===== src/rtl/tc_timer.sv =====
// tc_timer: memory-mapped down-counting timer with level IRQ to CP0.
// Registers: 0 CTRL {S[11:4] (prescale build only), IM[3], MODE[2:1], EN[0]},
//            1 PRESET (R/W), 2 COUNT (RO), 3 unused (reads 0).
// Ports: clk, reset (async, active-high), Addr[31:2] (only [3:2] decoded),
//        WE, Din[31:0], Dout[31:0] (combinational read), IRQ (= IM & irq flag).
// Optional: define TC_PRESCALE_EN to add an 8-bit prescaler in CTRL[11:4].
module tc_timer #(
    parameter int WIDTH = 32
) (
    input  logic        clk,
    input  logic        reset,
    input  logic [31:2] Addr,
    input  logic        WE,
    input  logic [31:0] Din,
    output logic [31:0] Dout,
    output logic        IRQ
);

    typedef enum logic [1:0] {
        S_IDLE = 2'd0,
        S_LOAD = 2'd1,
        S_CNT  = 2'd2,
        S_INT  = 2'd3
    } state_t;

`ifdef TC_PRESCALE_EN
    localparam logic [11:0] CTRL_MASK = 12'hfff;
`else
    localparam logic [11:0] CTRL_MASK = 12'h00f;
`endif
    localparam logic [WIDTH-1:0] ONE = {{(WIDTH-1){1'b0}}, 1'b1};

    state_t           r_state;
    state_t           w_next;
    logic [11:0]      r_ctrl;
    logic [WIDTH-1:0] r_preset;
    logic [WIDTH-1:0] r_count;
    logic             r_irq_flag;

    logic w_en;
    logic [1:0] w_mode;
    logic w_wr_ctrl;
    logic w_wr_preset;
    logic w_tick;
    logic w_count_gt1;

    // FSM-derived strobes
    logic w_load;
    logic w_dec;
    logic w_expire;
    logic w_int_stop;
    logic w_int_reload;

    // Upper address bits are decoded by the bridge; high Din bits are
    // simply not stored.
    logic w_unused;
    assign w_unused = &{1'b0, Addr[31:4], Din};

    assign w_en        = r_ctrl[0];
    assign w_mode      = r_ctrl[2:1];
    assign w_wr_ctrl   = WE && (Addr[3:2] == 2'd0);
    assign w_wr_preset = WE && (Addr[3:2] == 2'd1);
    assign w_count_gt1 = (r_count > ONE);

`ifdef TC_PRESCALE_EN
    logic [7:0] r_psc;

    // Count step only when the prescaler has reached S; S=0 steps every cycle.
    assign w_tick = (r_psc == r_ctrl[11:4]);

    always_ff @(posedge clk or posedge reset) begin
        if (reset) begin
            r_psc <= 8'd0;
        end else if (w_load) begin
            r_psc <= 8'd0;
        end else if (r_state == S_CNT && w_en) begin
            if (w_tick) r_psc <= 8'd0;
            else        r_psc <= r_psc + 8'd1;
        end
    end
`else
    assign w_tick = 1'b1;
`endif

    // State register
    always_ff @(posedge clk or posedge reset) begin
        if (reset) r_state <= S_IDLE;
        else       r_state <= w_next;
    end

    // Next-state logic; EN low in any state returns to IDLE.
    always_comb begin
        w_next = r_state;
        case (r_state)
            S_IDLE: if (w_en) w_next = S_LOAD;
            S_LOAD: w_next = w_en ? S_CNT : S_IDLE;
            S_CNT: begin
                if (!w_en)                       w_next = S_IDLE;
                else if (w_tick && !w_count_gt1) w_next = S_INT;
            end
            S_INT: begin
                // Mode 1 reloads directly: IDLE would only bounce to LOAD
                // anyway, and skipping it keeps the period at PRESET+2.
                if (w_en && w_mode == 2'd1) w_next = S_LOAD;
                else                        w_next = S_IDLE;
            end
            default: w_next = S_IDLE;
        endcase
    end

    // Output/strobe logic
    always_comb begin
        w_load       = 1'b0;
        w_dec        = 1'b0;
        w_expire     = 1'b0;
        w_int_stop   = 1'b0;
        w_int_reload = 1'b0;
        case (r_state)
            S_LOAD: w_load = w_en;
            S_CNT: begin
                w_dec    = w_en && w_tick && w_count_gt1;
                w_expire = w_en && w_tick && !w_count_gt1;
            end
            S_INT: begin
                w_int_reload = w_en && (w_mode == 2'd1);
                w_int_stop   = w_en && (w_mode != 2'd1);
            end
            default: ;
        endcase
    end

    // CTRL: a CPU write is taken whole and overrides the FSM clearing EN.
    always_ff @(posedge clk or posedge reset) begin
        if (reset)           r_ctrl <= 12'd0;
        else if (w_wr_ctrl)  r_ctrl <= Din[11:0] & CTRL_MASK;
        else if (w_int_stop) r_ctrl[0] <= 1'b0;
    end

    // PRESET: takes effect only at the next LOAD.
    always_ff @(posedge clk or posedge reset) begin
        if (reset)            r_preset <= '0;
        else if (w_wr_preset) r_preset <= Din[WIDTH-1:0];
    end

    // COUNT: floors at 0 through the expire path, never wraps.
    always_ff @(posedge clk or posedge reset) begin
        if (reset)         r_count <= '0;
        else if (w_load)   r_count <= r_preset;
        else if (w_dec)    r_count <= r_count - ONE;
        else if (w_expire) r_count <= '0;
    end

    // IRQ flag: any CTRL/PRESET write acknowledges it, beating a new expiry.
    always_ff @(posedge clk or posedge reset) begin
        if (reset)                           r_irq_flag <= 1'b0;
        else if (w_wr_ctrl || w_wr_preset)   r_irq_flag <= 1'b0;
        else if (w_expire)                   r_irq_flag <= 1'b1;
        else if (w_load || w_int_reload)     r_irq_flag <= 1'b0;
    end

    assign IRQ = r_ctrl[3] & r_irq_flag;

    always_comb begin
        Dout = 32'd0;
        case (Addr[3:2])
            2'd0:    Dout = 32'(r_ctrl);
            2'd1:    Dout = 32'(r_preset);
            2'd2:    Dout = 32'(r_count);
            default: Dout = 32'd0;
        endcase
    end

endmodule

===== config.mk =====
export PLATFORM = sky130hd
export DESIGN_NAME = tc_timer
export DESIGN_NICKNAME = d
export VERILOG_FILES = /design/src/rtl/tc_timer.sv
export SDC_FILE = /design/constraint.sdc
export NUM_CORES = 1
export LEC_CHECK = 0
export CAP_MARGIN = 30
export CORE_ASPECT_RATIO = 1.1
export CORE_MARGIN = 2
export CORE_UTILIZATION = 45
export DETAILED_ROUTE_END_ITERATION = 12
export GPL_TIMING_DRIVEN = 0
export PLACE_DENSITY = 0.77
export SKIP_CTS_REPAIR_TIMING = 1
export SYNTH_ARGS = -nofsm -noshare
export SYNTH_HDL_FRONTEND = slang
export SYNTH_SLANG_ARGS = --single-unit

===== constraint.sdc =====
create_clock -name clk -period 2.1 [get_ports clk]
set_input_delay 0.42 -clock clk [delete_from_list [all_inputs] [get_ports clk]]
set_output_delay 0.42 -clock clk [all_outputs]
set_load 0.05 [all_outputs]

==> flow_metrics.tcl, run 1 <==
set metrics [dict create \
    status "finished with violations" \
    violations "setup timing" \
    worstPathMaxFanout 10 \
    routedWlPerCell_um 21.1 \
    yosysSeqAreaShare 0.445 \
    rsz0062_at_grt "yes" \
    drtIter0Drc 247 \
    cp-start-kind "flop" \
    die_h_um 103 \
    rows 36 \
    worst_slack_ps -219 \
    async_flop_share 1.00 \
    grt_pass1_wl_um 19200 \
    nNetsFinal 559 \
    postPlaceCellArea_um2 4880 \
    post-route-period-util 1.10 \
    cp.required_ps 2320 \
    antenna_cells 0 \
    setup_violations 34 \
    dr.pass1.iters 5 \
    place_congestion 0.947 \
    synth-compound-area-share 0.215 \
    synth_top_area_share 0.445 \
    period_minus_slack_ps 2320 \
    fmax_ghz 0.431 \
    grt_overflow 0 \
    tightest_slew_ps 796 \
    fin_setup_tns_ps -3930 \
    postRouteAntennaNets 0 \
    portBuffers 68 \
    power_mw 6.07 \
    synthFlopType "dfrtp_1" \
    post_synth_and_or_nand_nor_area_fraction 0.175 \
    drc 0 \
    hold_viol 0 \
    dieWidth_um 93.8 \
    yosysTopAreaCell "dfrtp_1" \
    fin_skew_ps 9.06 \
    synth_cell_types 61 \
    numCtsBuffers 9 \
    synth.area.top_cells "dfrtp_1 (45%), mux2_2 (9.6%), a22o_1 (6.1%)" \
    insertion_delay_ps 340 \
    vias 3818 \
    antenna_found_initial 0 \
    drive_above_1_share 0.368 \
    crit_type "flop to flop" \
    end_kind "flop" \
    synth.most_common_cell "dfrtp_1" \
    dieArea_um2 9640 \
    ys_top_cells_by_count "dfrtp_1 (71), mux2_2 (34), nand2_1 (33)" \
    grt_max_degree 37 \
    grtUsageTotal 0.260 \
    maxSlewHeadroom 0.468 \
    peakVddDrop_v 0.000596 \
    power_density_nw_per_um2 1120 \
    area_growth_pct 36.3 \
    synth_top_family_by_area "compound AO/OA/AOI/OAI gates" \
    synth.mux.area_fraction 0.108 \
    hpwl_um 8670 \
    synth_xor_area_frac 0.0132 \
    start_util 0.457 \
    clock_sinks 71 \
    cts-root-buf "clkbuf_8" \
    drv_cap 0 \
    clkSlewWorstSetupHoldPaths_ps 80 \
    holdWs_ps 514 \
    synthAdderAreaFrac 0.00627 \
    synth_edf_count 0 \
    cts_max_path_buffers 2 \
    yosysWarnings 0 \
    utilization 0.622 \
    synth_area_um2 3990 \
    wl_um 12900 \
    slew_viol_final 0 \
    grt_pass1_vias 3646 \
    cts_tree "done" \
    avgViaCountPerCell 6.27 \
    arrival_ps 2540 \
    p_leak_nw 2.31 \
    cts_htree_levels 3 \
    ios 98 \
    avgSynthCellArea_um2 10.1 \
    core_area_um2 8740 \
    hold_path_class "input port to flop" \
    ys_ff_latch 71 \
    final_area_um2 5440 \
    syn_nets 461 \
    synth_cells 394 \
]
-- cell usage in the layout (no fill, tap or decap), types with 8 or more instances in the layout --
cell	count
buf_4	14
nor3_1	8
nand3_1	13
clkdlybuf4s50_1	34
buf_6	11
a22oi_1	14
nor2_1	14
clkbuf_4	26
clkbuf_8	11
a22o_2	22
mux2_2	34
nand2_1	32
dfrtp_1	67
clkbuf_2	11
o21ai_1	14
-- cells by family (layout without fill, tap and decap cells) --
kind of cell | Yosys count | count (layout)
DFF | 71 | 71
xor gates and xnor gates | 6 | 6
muxes | 39 | 39
buffers and inverters | 35 | 136
AOI/OAI and AO/OA | 116 | 116
and+or+nand+nor | 125 | 125
adders and majority gates | 2 | 2
-- flip-flops by register name, summed over array words and instances, names as in the netlist --
signal,count
r_irq_flag,1
r_ctrl,4
r_preset,32
r_state,2
r_count,32
-- final timing paths --
check	slack, ps	endpoint	startpoint	depth (start not counted)
setup / recovery	-220	r_count[11]$_DFFE_PP0P_	r_count[25]$_DFFE_PP0P_	7
hold / removal	510	r_irq_flag$_DFFE_PP0P_	Addr[3]	3
setup reg to reg	-220	r_count[11]$_DFFE_PP0P_	r_count[25]$_DFFE_PP0P_	7
hold reg to reg	530	r_count[6]$_DFFE_PP0P_	r_preset[6]$_DFFE_PP0P_	2
max in group asynchronous	890	r_count[24]$_DFFE_PP0P_	reset	3
min in group asynchronous	570	r_preset[25]$_DFFE_PP0P_	reset	2
-- metrics by stage --
step           instances  worst slack, ps
2_1_floorplan        394            -79.2
3_3_place_gp         576            -1750
3_5_place_dp         577            -1740
4_1_cts              591            -1760
5_1_grt              609             -277
6_report             609             -219
-- critical path, cell delays in order, from the launching register on --
cell and delay (ps):
dfrtp_2 450, or4_4 590, nor4_4 220, buf_4 180, and4_4 260, buf_8 150
a211oi_1 60, a221o_1 290
-- layer usage --
| metal | track usage | vias to the layer above | share of wire |
|---|---|---|---|
| li1 | - | 1707 | - |
| met1 | 0.371 | 1918 | 0.43 |
| met2 | 0.427 | 178 | 0.49 |
| met3 | 0.0212 | 15 | 0.064 |
| met4 | 0.0780 | 0 | 0.015 |
| met5 | 0 | - | 0 |
-- where the power goes --
group	total (mW)	leakage, nW	internal [mW]	switching (mW)
combinational	2.72	1.36	1.14	1.58
sequential	2.37	0.865	1.78	0.593
clock	0.977	0.0854	0.481	0.496
-- final cells by class --
cell class	instances	area, um^2
multi-input cells	288	2320
inverters	7	30.0
well taps	114	143
clock inverters	1	5.00
plain buffers	26	193
repair buffers	89	806
fillers	767	3300
clock buffers	13	159
flip-flops and latches	71	1780
Power figures use the tool's default switching activity.
==> inputs of run 2 (changes only) <==
Settings changed: CORE_MARGIN 2 to 1.5.
==> flow_metrics.tcl, run 2 (synthesis results as in run 1) <==
set metrics [dict create \
    core_area_um2 8500 \
    placed_cells 574 \
    fillers 720 \
    hold_path_class "input port to flop" \
    dieArea_um2 9440 \
    ff_latch_area_um2 1780 \
    numCtsBuffers 9 \
    die_h_um 102 \
    status "finished with violations" \
    insertion_delay_ps 350 \
    post-route-period-util 1.11 \
    drv_cap 0 \
    start_util 0.470 \
    fmax_ghz 0.427 \
    postRouteAntennaNets 0 \
    routedWlPerCell_um 21.3 \
    cts_htree_levels 3 \
    avgViaCountPerCell 6.39 \
    cts_max_path_buffers 2 \
    dieWidth_um 92.8 \
    area_growth_pct 37.0 \
    grt_pass1_wl_um 19700 \
    ios 98 \
    antenna_found_initial 0 \
    peakVddDrop_v 0.000534 \
    dr.pass1.iters 5 \
    wl_um 12900 \
    cp.required_ps 2330 \
    maxSlewHeadroom 0.467 \
    nNetsFinal 556 \
    stdcell_count 605 \
    portBuffers 68 \
    hpwl_um 8610 \
    power_density_nw_per_um2 1140 \
    cts_tree "done" \
    antenna_cells 0 \
    rsz0062_at_grt "yes" \
    cp-start-kind "flop" \
    period_minus_slack_ps 2340 \
    tightest_slew_ps 798 \
    max_stage_delay_ps 590 \
    rows 35 \
    setup_violations 33 \
    multi_input_area_um2 2350 \
    holdWs_ps 494 \
    worstPathMaxFanout 10 \
    final_common_cell "dfrtp_1" \
    largestRegisters "r_count: 32 flops, r_preset: 32 flops, r_ctrl: 4 flops" \
    grt_pass1_vias 3805 \
    drive_above_1_share 0.383 \
    vias 3865 \
    path_cells "or4_4, nor4_4, and4_4, buf_8, nor4b_2, a211o_1" \
    end_kind "flop" \
    cts-root-buf "clkbuf_8" \
    grtUsageTotal 0.271 \
    grt_overflow 0 \
    fin_skew_ps 8.60 \
    arrival_ps 2570 \
    p_leak_nw 2.34 \
    violations "setup timing" \
    drc 0 \
    slew_viol_final 0 \
    place_congestion 0.927 \
    crit_type "flop to flop" \
    layout_common_cells "dfrtp_1 (68), mux2_2 (34), clkdlybuf4s50_1 (34)" \
    clkSlewWorstSetupHoldPaths_ps 80 \
    drtIter0Drc 341 \
    worst_slack_ps -239 \
    hold_viol 0 \
    clock_sinks 71 \
    utilization 0.643 \
    critical_path.slowest_cell "or4_4" \
    grt_max_degree 38 \
]
run 2: worst max-delay path: cells and delay by family, from the launching register on:
kind,cells,cell delay (ps)
compound gates,1,290
simple gates,4,1330
flops,1,440
buf+inv,1,150
run 2: layout make-up:
class / instances / area share
Buffer: 25 / 0.0316
Clock buffer: 11 / 0.0277
Clock inverter: 5 / 0.0103
Inverter: 7 / 0.00549
Multi-Input combinational cell: 288 / 0.429
Sequential cell: 71 / 0.326
Tap cell: 111 / 0.0254
Timing Repair Buffer: 87 / 0.144
run 2: final timing paths:
check	start	end	slack, ps	depth (start not counted)
setup / recovery	r_count[27]$_DFFE_PP0P_	r_count[30]$_DFFE_PP0P_	-240	6
hold / removal	Addr[3]	r_irq_flag$_DFFE_PP0P_	490	3
setup reg to reg	r_count[27]$_DFFE_PP0P_	r_count[30]$_DFFE_PP0P_	-240	6
hold reg to reg	r_preset[5]$_DFFE_PP0P_	r_count[5]$_DFFE_PP0P_	520	2
max in group asynchronous	reset	r_count[0]$_DFFE_PP0P_	900	3
min in group asynchronous	reset	r_ctrl[2]$_DFFE_PP0P_	550	2
run 2: stage by stage:
stage	cell area (um^2)	power (mW)	TNS (ps)	setup WS [ps]
final	5470	6.25	-3330	-239
after global placement	4860	4.58	-73100	-1670
after floorplan	4040	3.88	-1660	-79.2
after CTS	5080	5.82	-65380	-1680
after global routing	5470	6.55	-5370	-286
after detailed placement	4880	4.65	-75280	-1670
run 2: layer usage:
metal / track usage / up-vias / wire length [um]
met5: 0 / - / 0
met3: 0.0390 / 35 / 880
met4: 0.119 / 0 / 415
met1: 0.372 / 1935 / 5510
li1: - / 1700 / -
met2: 0.427 / 195 / 6100
run 2: power breakdown:
| group | switching, mW | internal [mW] | leakage, nW |
|---|---|---|---|
| clock network | 0.548 | 0.612 | 0.105 |
| logic | 1.58 | 1.11 | 1.37 |
| registers | 0.621 | 1.77 | 0.865 |
| total | 2.75 | 3.50 | 2.34 |
==> inputs of run 3 (changes only) <==
Settings changed: PLACE_DENSITY 0.77 to 0.74.
Clock period 2.1 ns to 2.3 ns, I/O delays scaled along.
==> flow_metrics.tcl, run 3 (synthesis results as in run 1) <==
set metrics [dict create \
    cts_htree_levels 3 \
    place_congestion 0.931 \
    drtIter0Drc 267 \
    drv_cap 0 \
    rows 35 \
    worstPathMaxFanout 5 \
    setup_violations 1 \
    whs_endpoint "r_irq_flag$_DFFE_PP0P_" \
    wl_um 12200 \
    p_leak_nw 2.24 \
    worst_slack_ps -8.22 \
    dr.pass1.iters 5 \
    rsz0062_at_grt "yes" \
    dieArea_um2 9440 \
    r2r_start "r_count[27]$_DFFE_PP0P_" \
    tightest_slew_ps 889 \
    peakVddDrop_v 0.000478 \
    drive_above_1_share 0.310 \
    drc 0 \
    nNetsFinal 549 \
    path_cells "or4_4, nor4_4, buf_4, and4_4, buf_8, a211oi_2, a221o_1" \
    worstReg2RegEnd "r_count[11]$_DFFE_PP0P_" \
    end_kind "flop" \
    fin_skew_ps 9.37 \
    die_h_um 102 \
    hold_path_class "input port to flop" \
    cts_max_path_buffers 2 \
    avgViaCountPerCell 6.19 \
    grt_max_degree 72 \
    worst-path-buf-inv 2 \
    maxSlewHeadroom 0.407 \
    path_delay_family "simple AND/OR/NAND/NOR gates" \
    clock_sinks 71 \
    power_mw 5.61 \
    dieWidth_um 92.8 \
    cts_tree "done" \
    cp-start-kind "flop" \
    r2r_setup_slack_ps -8 \
    grt_pass1_vias 3644 \
    period_minus_slack_ps 2310 \
    layout_common_cells "dfrtp_1 (70), clkdlybuf4s50_1 (35), mux2_2 (34)" \
    numCtsBuffers 9 \
    area_growth_pct 31.5 \
    critical_path.slowest_cell "or4_4" \
    max_stage_delay_ps 600 \
    grtUsageTotal 0.270 \
    status "finished with violations" \
    core_area_um2 8500 \
    antenna_found_initial 0 \
    violations "setup timing" \
    insertion_delay_ps 360 \
    cts-root-buf "clkbuf_8" \
    clkSlewWorstSetupHoldPaths_ps 80 \
    routedWlPerCell_um 20.4 \
    ios 98 \
    grt_overflow 0 \
    fmax_ghz 0.433 \
    crit_type "flop to flop" \
    power_density_nw_per_um2 1070 \
    antenna_cells 0 \
    post-route-period-util 1.00 \
    hp-start "Addr[3]" \
    reg2reg_depth 7 \
    start_util 0.470 \
    hold-path-cell-count 3 \
    arrival_ps 2550 \
    hold_viol 0 \
    hpwl_um 8320 \
    largestRegisters "r_count: 32 flops, r_preset: 32 flops, r_ctrl: 4 flops" \
    vias 3700 \
    final_area_um2 5250 \
    cp.required_ps 2540 \
    grt_pass1_wl_um 19500 \
    postPlaceCellArea_um2 4840 \
    portBuffers 68 \
    slew_viol_final 0 \
    postRouteAntennaNets 0 \
    final_common_cell "dfrtp_1" \
]
==> run 3: changes by cell type in the layout (fill, tap and decap cells not counted), moves of 3 or more <==
cell	before	now
o21ai_0	6	20
o21ai_2	14	0
buf_6	10	1
buf_2	4	10
clkbuf_1	4	8
clkbuf_2	13	5
nor4_2	1	4
==> run 3: how the worst max path moves through the flow <==
stage | start | cells past startpoint | endpoint | slack [ps]
after floorplan | reset | 1 | r_count[0]$_DFFE_PP0P_ | 40
after global placement | Addr[2] | 6 | Dout[17] | -1500
after detailed placement | Addr[2] | 6 | Dout[17] | -1490
after CTS | Addr[2] | 6 | Dout[16] | -1500
after global routing | r_count[4]$_DFFE_PP0P_ | 6 | r_count[11]$_DFFE_PP0P_ | -50
final | r_count[27]$_DFFE_PP0P_ | 7 | r_count[11]$_DFFE_PP0P_ | -8
==> run 3: per-stage QoR <==
stage                util  hold WS (ps)  setup slack, ps  std cells  setup TNS [ps]
CTS                 0.598           532            -1500        589          -48230
global placement    0.569           496            -1500        573         -141790
finish              0.618           517            -8.22        598           -8.22
detailed placement  0.569           514            -1490        573          -57090
global route        0.618           549            -49.3        598            -205
floorplan               -           466             40.8        394               0
==> run 3: area by class of cell <==
type	count	area (um^2)
Clock inverter	7	120
Inverter	7	28.8
Tap cell	111	139
Sequential cell	71	1780
Timing Repair Buffer	78	689
Fill cell	745	3250
Multi-Input combinational cell	288	2210
Buffer	27	159
Clock buffer	9	124
==> run 3: layer usage <==
layer | vias to the layer above | wire length [um] | share of wire | track usage
li1 | 1683 | - | - | -
met1 | 1834 | 5350 | 0.44 | 0.375
met2 | 162 | 5750 | 0.47 | 0.425
met3 | 21 | 835 | 0.069 | 0.0458
met4 | 0 | 246 | 0.020 | 0.100
met5 | - | 0 | 0 | 0
==> run 3: where the power goes <==
part | switching, mW | internal [mW] | leakage (nW)
Clock | 0.509 | 0.724 | 0.120
Sequential | 0.481 | 1.62 | 0.868
Combinational | 1.37 | 0.911 | 1.25
Total | 2.36 | 3.25 | 2.24
==> run 3: worst min-delay path, stage by stage <==
cell	delay [ps]
clkbuf_2	180
nor2b_1	80
a21oi_1	110
